--- src/rtl/multichannel_sample_serializer.sv ---
// Per-channel sample FIFOs feeding MSB-first shift registers, one serial line per channel.
// Each channel loads its next sample back-to-back with the previous one, so no gap bit appears.
module multichannel_sample_serializer #(
    parameter int NUM_CHANNELS = 7,
    parameter int SAMPLE_BITS  = 8,
    parameter int FIFO_DEPTH   = 4,
    localparam int CH_W        = (NUM_CHANNELS > 1) ? $clog2(NUM_CHANNELS) : 1
) (
    input  logic                    clk,
    input  logic                    reset,
    input  logic                    ena,
    input  logic                    wr_valid,
    output logic                    wr_ready,
    input  logic [CH_W-1:0]         wr_channel,
    input  logic [SAMPLE_BITS-1:0]  wr_data,
    output logic [NUM_CHANNELS-1:0] ser_out,
    output logic [NUM_CHANNELS-1:0] ser_frame,
    output logic [NUM_CHANNELS-1:0] ser_active,
    output logic [NUM_CHANNELS-1:0] fifo_empty,
    output logic [NUM_CHANNELS-1:0] drained,
    input  logic                    clear_drained
);

    localparam int ADDR_W = $clog2(FIFO_DEPTH);
    localparam int PTR_W  = ADDR_W + 1;
    localparam int CNT_W  = $clog2(SAMPLE_BITS);

    typedef enum logic {
        ST_IDLE  = 1'b0,
        ST_SHIFT = 1'b1
    } state_t;

    logic [NUM_CHANNELS-1:0] w_sel;
    logic [NUM_CHANNELS-1:0] w_full;

    // Out-of-range channel indices select no channel, so they are never accepted.
    assign wr_ready = ena && |(w_sel & ~w_full);

    generate
        for (genvar gi = 0; gi < NUM_CHANNELS; gi++) begin : g_ch
            logic [SAMPLE_BITS-1:0] r_mem [FIFO_DEPTH];
            logic [PTR_W-1:0]       r_wr_ptr;
            logic [PTR_W-1:0]       r_rd_ptr;
            logic [SAMPLE_BITS-1:0] r_shift;
            logic [CNT_W-1:0]       r_cnt;
            logic                   r_ser;
            logic                   r_frame;
            logic                   r_active;
            logic                   r_drained;
            state_t                 r_state;
            state_t                 w_state_next;
            logic [SAMPLE_BITS-1:0] w_head;
            logic                   w_empty;
            logic                   w_wr_en;
            logic                   w_load;
            logic                   w_shift;
            logic                   w_finish;

            assign w_sel[gi]  = (wr_channel == CH_W'(gi));
            assign w_empty    = (r_wr_ptr == r_rd_ptr);
            assign w_full[gi] = (r_wr_ptr[PTR_W-1] != r_rd_ptr[PTR_W-1]) &&
                                (r_wr_ptr[PTR_W-2:0] == r_rd_ptr[PTR_W-2:0]);
            assign w_wr_en    = wr_valid && wr_ready && w_sel[gi];
            assign w_head     = r_mem[r_rd_ptr[ADDR_W-1:0]];

            always_comb begin
                w_state_next = r_state;
                w_load       = 1'b0;
                w_shift      = 1'b0;
                w_finish     = 1'b0;
                if (ena) begin
                    case (r_state)
                        ST_IDLE: begin
                            if (!w_empty) begin
                                w_load       = 1'b1;
                                w_state_next = ST_SHIFT;
                            end
                        end
                        ST_SHIFT: begin
                            if (r_cnt != '0) begin
                                w_shift = 1'b1;
                            end else if (!w_empty) begin
                                w_load = 1'b1;
                            end else begin
                                w_finish     = 1'b1;
                                w_state_next = ST_IDLE;
                            end
                        end
                        default: w_state_next = ST_IDLE;
                    endcase
                end
            end

            always_ff @(posedge clk) begin
                if (reset) begin
                    r_state <= ST_IDLE;
                end else begin
                    r_state <= w_state_next;
                end
            end

            always_ff @(posedge clk) begin
                if (w_wr_en) begin
                    r_mem[r_wr_ptr[ADDR_W-1:0]] <= wr_data;
                end
            end

            // r_shift holds the not-yet-sent bits left-aligned; the MSB goes straight to the line.
            always_ff @(posedge clk) begin
                if (reset) begin
                    r_wr_ptr <= '0;
                    r_rd_ptr <= '0;
                    r_shift  <= '0;
                    r_cnt    <= '0;
                    r_ser    <= 1'b0;
                    r_frame  <= 1'b0;
                    r_active <= 1'b0;
                end else begin
                    if (w_wr_en) begin
                        r_wr_ptr <= r_wr_ptr + PTR_W'(1);
                    end
                    if (w_load) begin
                        r_shift  <= {w_head[SAMPLE_BITS-2:0], 1'b0};
                        r_ser    <= w_head[SAMPLE_BITS-1];
                        r_cnt    <= CNT_W'(SAMPLE_BITS - 1);
                        r_frame  <= 1'b1;
                        r_active <= 1'b1;
                        r_rd_ptr <= r_rd_ptr + PTR_W'(1);
                    end else if (w_shift) begin
                        r_shift  <= {r_shift[SAMPLE_BITS-2:0], 1'b0};
                        r_ser    <= r_shift[SAMPLE_BITS-1];
                        r_cnt    <= r_cnt - CNT_W'(1);
                        r_frame  <= 1'b0;
                    end else if (ena) begin
                        r_ser    <= 1'b0;
                        r_frame  <= 1'b0;
                        r_active <= 1'b0;
                    end
                end
            end

            // Set wins over a coincident clear; clearing also works while frozen.
            always_ff @(posedge clk) begin
                if (reset) begin
                    r_drained <= 1'b0;
                end else if (w_finish) begin
                    r_drained <= 1'b1;
                end else if (clear_drained) begin
                    r_drained <= 1'b0;
                end
            end

            assign ser_out[gi]    = r_ser;
            assign ser_frame[gi]  = r_frame;
            assign ser_active[gi] = r_active;
            assign fifo_empty[gi] = w_empty;
            assign drained[gi]    = r_drained;
        end
    endgenerate

endmodule
--- config.mk ---
export PLATFORM = sky130hd
export DESIGN_NAME = multichannel_sample_serializer
export DESIGN_NICKNAME = d
export VERILOG_FILES = /design/src/rtl/multichannel_sample_serializer.sv
export SDC_FILE = /design/constraint.sdc
export NUM_CORES = 1
export LEC_CHECK = 0
export CORE_AREA = 2 2 190 192
export CTS_CLUSTER_SIZE = 30
export DETAILED_ROUTE_END_ITERATION = 8
export DIE_AREA = 0 0 192 194
export SLEW_MARGIN = 20
export SYNTH_ARGS = -nofsm -noshare
export SYNTH_HDL_FRONTEND = slang
export SYNTH_SLANG_ARGS = --single-unit
--- constraint.sdc ---
create_clock -name clk -period 4.41 [get_ports clk]
set_input_delay 0.882 -clock clk [delete_from_list [all_inputs] [get_ports clk]]
set_output_delay 0.882 -clock clk [all_outputs]
set_load 0.02 [all_outputs]
==> metrics <==
DRT iter0 DRCs=648; area used by multi-input combinational logic=5040 sq um; Setup crit end kind=output pin; Critical Path RT=3.53 ns; CTS Sinks=385; Netlist cell types=46; total leakage power=6.02 nW; R2R depth=7; PortBufs=51; CP startpoint kind=input port; worst-skew pair later-pin latency=0.53 ns; Via density=5.37; dominant synthesized flop cell=edfxtp_1; Yosys top cell by area=edfxtp_1; Post-Synthesis Cells=1,140; crit share post-route=0.916; CTS Hold Buffers Added=0; DRT Pass-1 Iters=5; Clk pwr share=0.451; Max Fclk=248 MHz; ratio of cells with drive above 1 in the final layout=0.133; crit-path max cell delay=0.59 ns; diode count=0; antenna violations before repair=0; FF+latch count, synth=385; final setup TNS=0 ns; Hold Startpoint=g_ch[5].r_drained; number of global-route vias before repair=8,937; Synth area leaders=edfxtp_1, dfxtp_1, mux4_2; Slew headroom=0.414; post-CTS setup buffers=0; Syn-to-layout area delta=13.3%; critical path depth in cells=8; NetSw=0.00160 W; Logic pwr share=0.039; netlist area before placement=15,700 sq um; critical path's top delay family=buffers and inverters; Synth Area in Compound Gates=0.0711; Antenna Nets Post-Route=0; Die Span Y=194 microns; Hold WC Path Type=flip-flop to flip-flop; simple-gate share of the synthesized area=0.0875; GR Util All Layers=0.174; Setup crit start=wr_channel[1]; Ys Warns=0; die width=192 microns; Worst Hold Path EP=g_ch[5].r_drained; Synth top area share=0.429; CTS buffer count=41; critical path class=input port to output pin; Worst R2R Start=g_ch[1].r_wr_ptr[0]; hpwl dp=20.4 mm; Hold Crit Depth=2; Worst Tran Pin Value=0.872 ns; commonest cells in the netlist=edfxtp_1, dfxtp_1, nor2_1; power per cell area=425 nW/um^2; buffers and inverters on the worst path=3; filler instances=3,003; final count of pins violating max slew=0; row count=69; buffer type at the clock tree root=clkbuf_16; Post-Synth XOR/XNOR Area=0.0229; flop2flop setup slack=1.67 ns; Nets=1,232; Synth Area in Adders=0.0391; crit path max fanout=11; Syn Area/Cell=13.8 sq um; mux cell area share after synthesis=0.101; H-tree depth=2; Max clock buf depth=3; Initial Utilization=0.445; Switching Share=0.213; Most Frequent Cell on Critical Path=clkdlybuf4s50_1; Seq/Total Area, Yosys=0.635; post-cts sizing count=0; post-placement cell count=1,585; status=completed; largest net degree at the start of global routing=104; WL per Instance=19.1 microns; routability cong.=0.772; Clock transition at path regs=0.06 ns; Final Non-Filler Cells=1,661; via count=8,912; Post-synth EDFFs=224; grt total ovfl=0; I/O pin cnt=52; total area of sequential cells=9950 sq um; maximum VDD drop=260 uV; Int Pwr=0.00594 W; Maximum Capacitance Violations=0; Die ar.=37,200 sq um; CTS tree=done; hold_ws=0.455 ns; crit path time final=4.04 ns; combinational family with the most area after synthesis=multiplexers; Remaining DRCs=0; Final setup viols=0; worst reg2reg endpoint=g_ch[2].r_wr_ptr[2]; register share of total power=0.511; global-route wire length before repair=50.3 mm; Async SR Flop Fraction=0; Final Skew=0.0132 ns; Core Box Area=35,200 sq um; CP Cell Sequence=clkdlybuf4s50_1, nand3b_1, a31oi_2, a21oi_1, inv_1, nor3_1, nor2_1, clkdlybuf4s50_1; CP arrival=3.16 ns; syn nets=1,205; routed wire length=31.8 mm; RSZ-0062 raised after global routing=no; top-count cell post-synth=edfxtp_1; Final Hold Viols=0; CP max-delay cell=clkdlybuf4s50_1
-- worst max-delay path by stage --
stage               endpoint  slack (ns)
floorplan           wr_ready        1.62
global placement    wr_ready        0.43
detailed placement  wr_ready        0.36
CTS                 wr_ready        0.37
global route        wr_ready        0.23
finish              wr_ready        0.37
-- power by group through the flow --
| stage | Combinational, W | Clock [W] | Sequential [W] |
|---|---|---|---|
| 5_1_grt | 0.000324 | 0.00362 | 0.00386 |
| 6_report | 0.000293 | 0.00340 | 0.00385 |
| 3_3_place_gp | 0.000292 | 0 | 0.00393 |
| 2_1_floorplan | 0.000189 | 0 | 0.00392 |
| 4_1_cts | 0.000298 | 0.00348 | 0.00385 |
| 3_5_place_dp | 0.000296 | 0 | 0.00393 |
-- cell usage in the layout, fill, tap and decap left out, drive strengths merged, types with 3 or more instances in the layout --
| cell type | n |
|---|---|
| edfxtp | 224 |
| dfxtp | 161 |
| nor2 | 137 |
| mux4 | 56 |
| a21oi | 54 |
| inv | 51 |
| ha | 49 |
| clkdlybuf4s50 | 49 |
| clkbuf | 45 |
| nand2 | 37 |
| a222oi | 28 |
| clkinv | 24 |
| buf | 23 |
| xnor2 | 22 |
| a211oi | 22 |
| mux2i | 21 |
| xor2 | 19 |
| and2 | 17 |
| and3 | 16 |
| nor2b | 16 |
| nor4 | 14 |
| a21o | 13 |
| nand3 | 12 |
| nand2b | 12 |
| a22oi | 12 |
| o21ai | 11 |
| mux2 | 10 |
| nor3 | 10 |
| a221oi | 7 |
| or3 | 6 |
| nand3b | 5 |
| bufinv | 4 |
| a31oi | 3 |
-- state kept, by name, indices dropped and copies added, names as in the netlist, named ones only --
name and flops:
g_ch.r_active 7, g_ch.r_cnt 21, g_ch.r_drained 7, g_ch.r_frame 7, g_ch.r_mem 224, g_ch.r_rd_ptr 21, g_ch.r_ser 7, g_ch.r_shift 49
g_ch.r_state 7, g_ch.r_wr_ptr 21
-- metal layers --
metal	part of all wire	routed length, microns	GRT usage
met1	0.48	15100	0.249
met2	0.47	14800	0.278
met3	0.039	1230	0.0270
met4	0.017	553	0.0424
met5	0	0	0
-- per-stage QoR --
step	power [W]	utilization	instance area (sq um)	worst slack, ns
floorplan	0.00411	-	15700	1.62
global placement	0.00422	0.466	16400	0.427
detailed placement	0.00423	0.466	16400	0.365
CTS	0.00763	0.504	17800	0.371
global route	0.00780	0.504	17800	0.230
finish	0.00755	0.504	17800	0.372
-- kinds of logic after synthesis --
family | Yosys count
mux | 87
simple gates | 286
buf+inv | 138
compound gates | 154
flops | 385
fa+ha+maj | 49
xor+xnor | 41
-- layout make-up --
class,instances,area share
multi-input combinational,617,0.284
inverter,50,0.0106
sequential,385,0.560
tap,461,0.0325
clock buffer,45,0.0610
clock inverter,31,0.0144
timing repair buffer,72,0.0374
-- worst register-to-register path, stage by stage (launching register included) --
cell and delay (ns):
dfxtp_1 0.42, xnor2_1 0.13, a311oi_1 0.29, a31oi_1 0.13, a211oi_4 0.53, buf_4 0.30
and3_1 0.46, mux2_1 0.36
(Power assumes the default switching activity.)
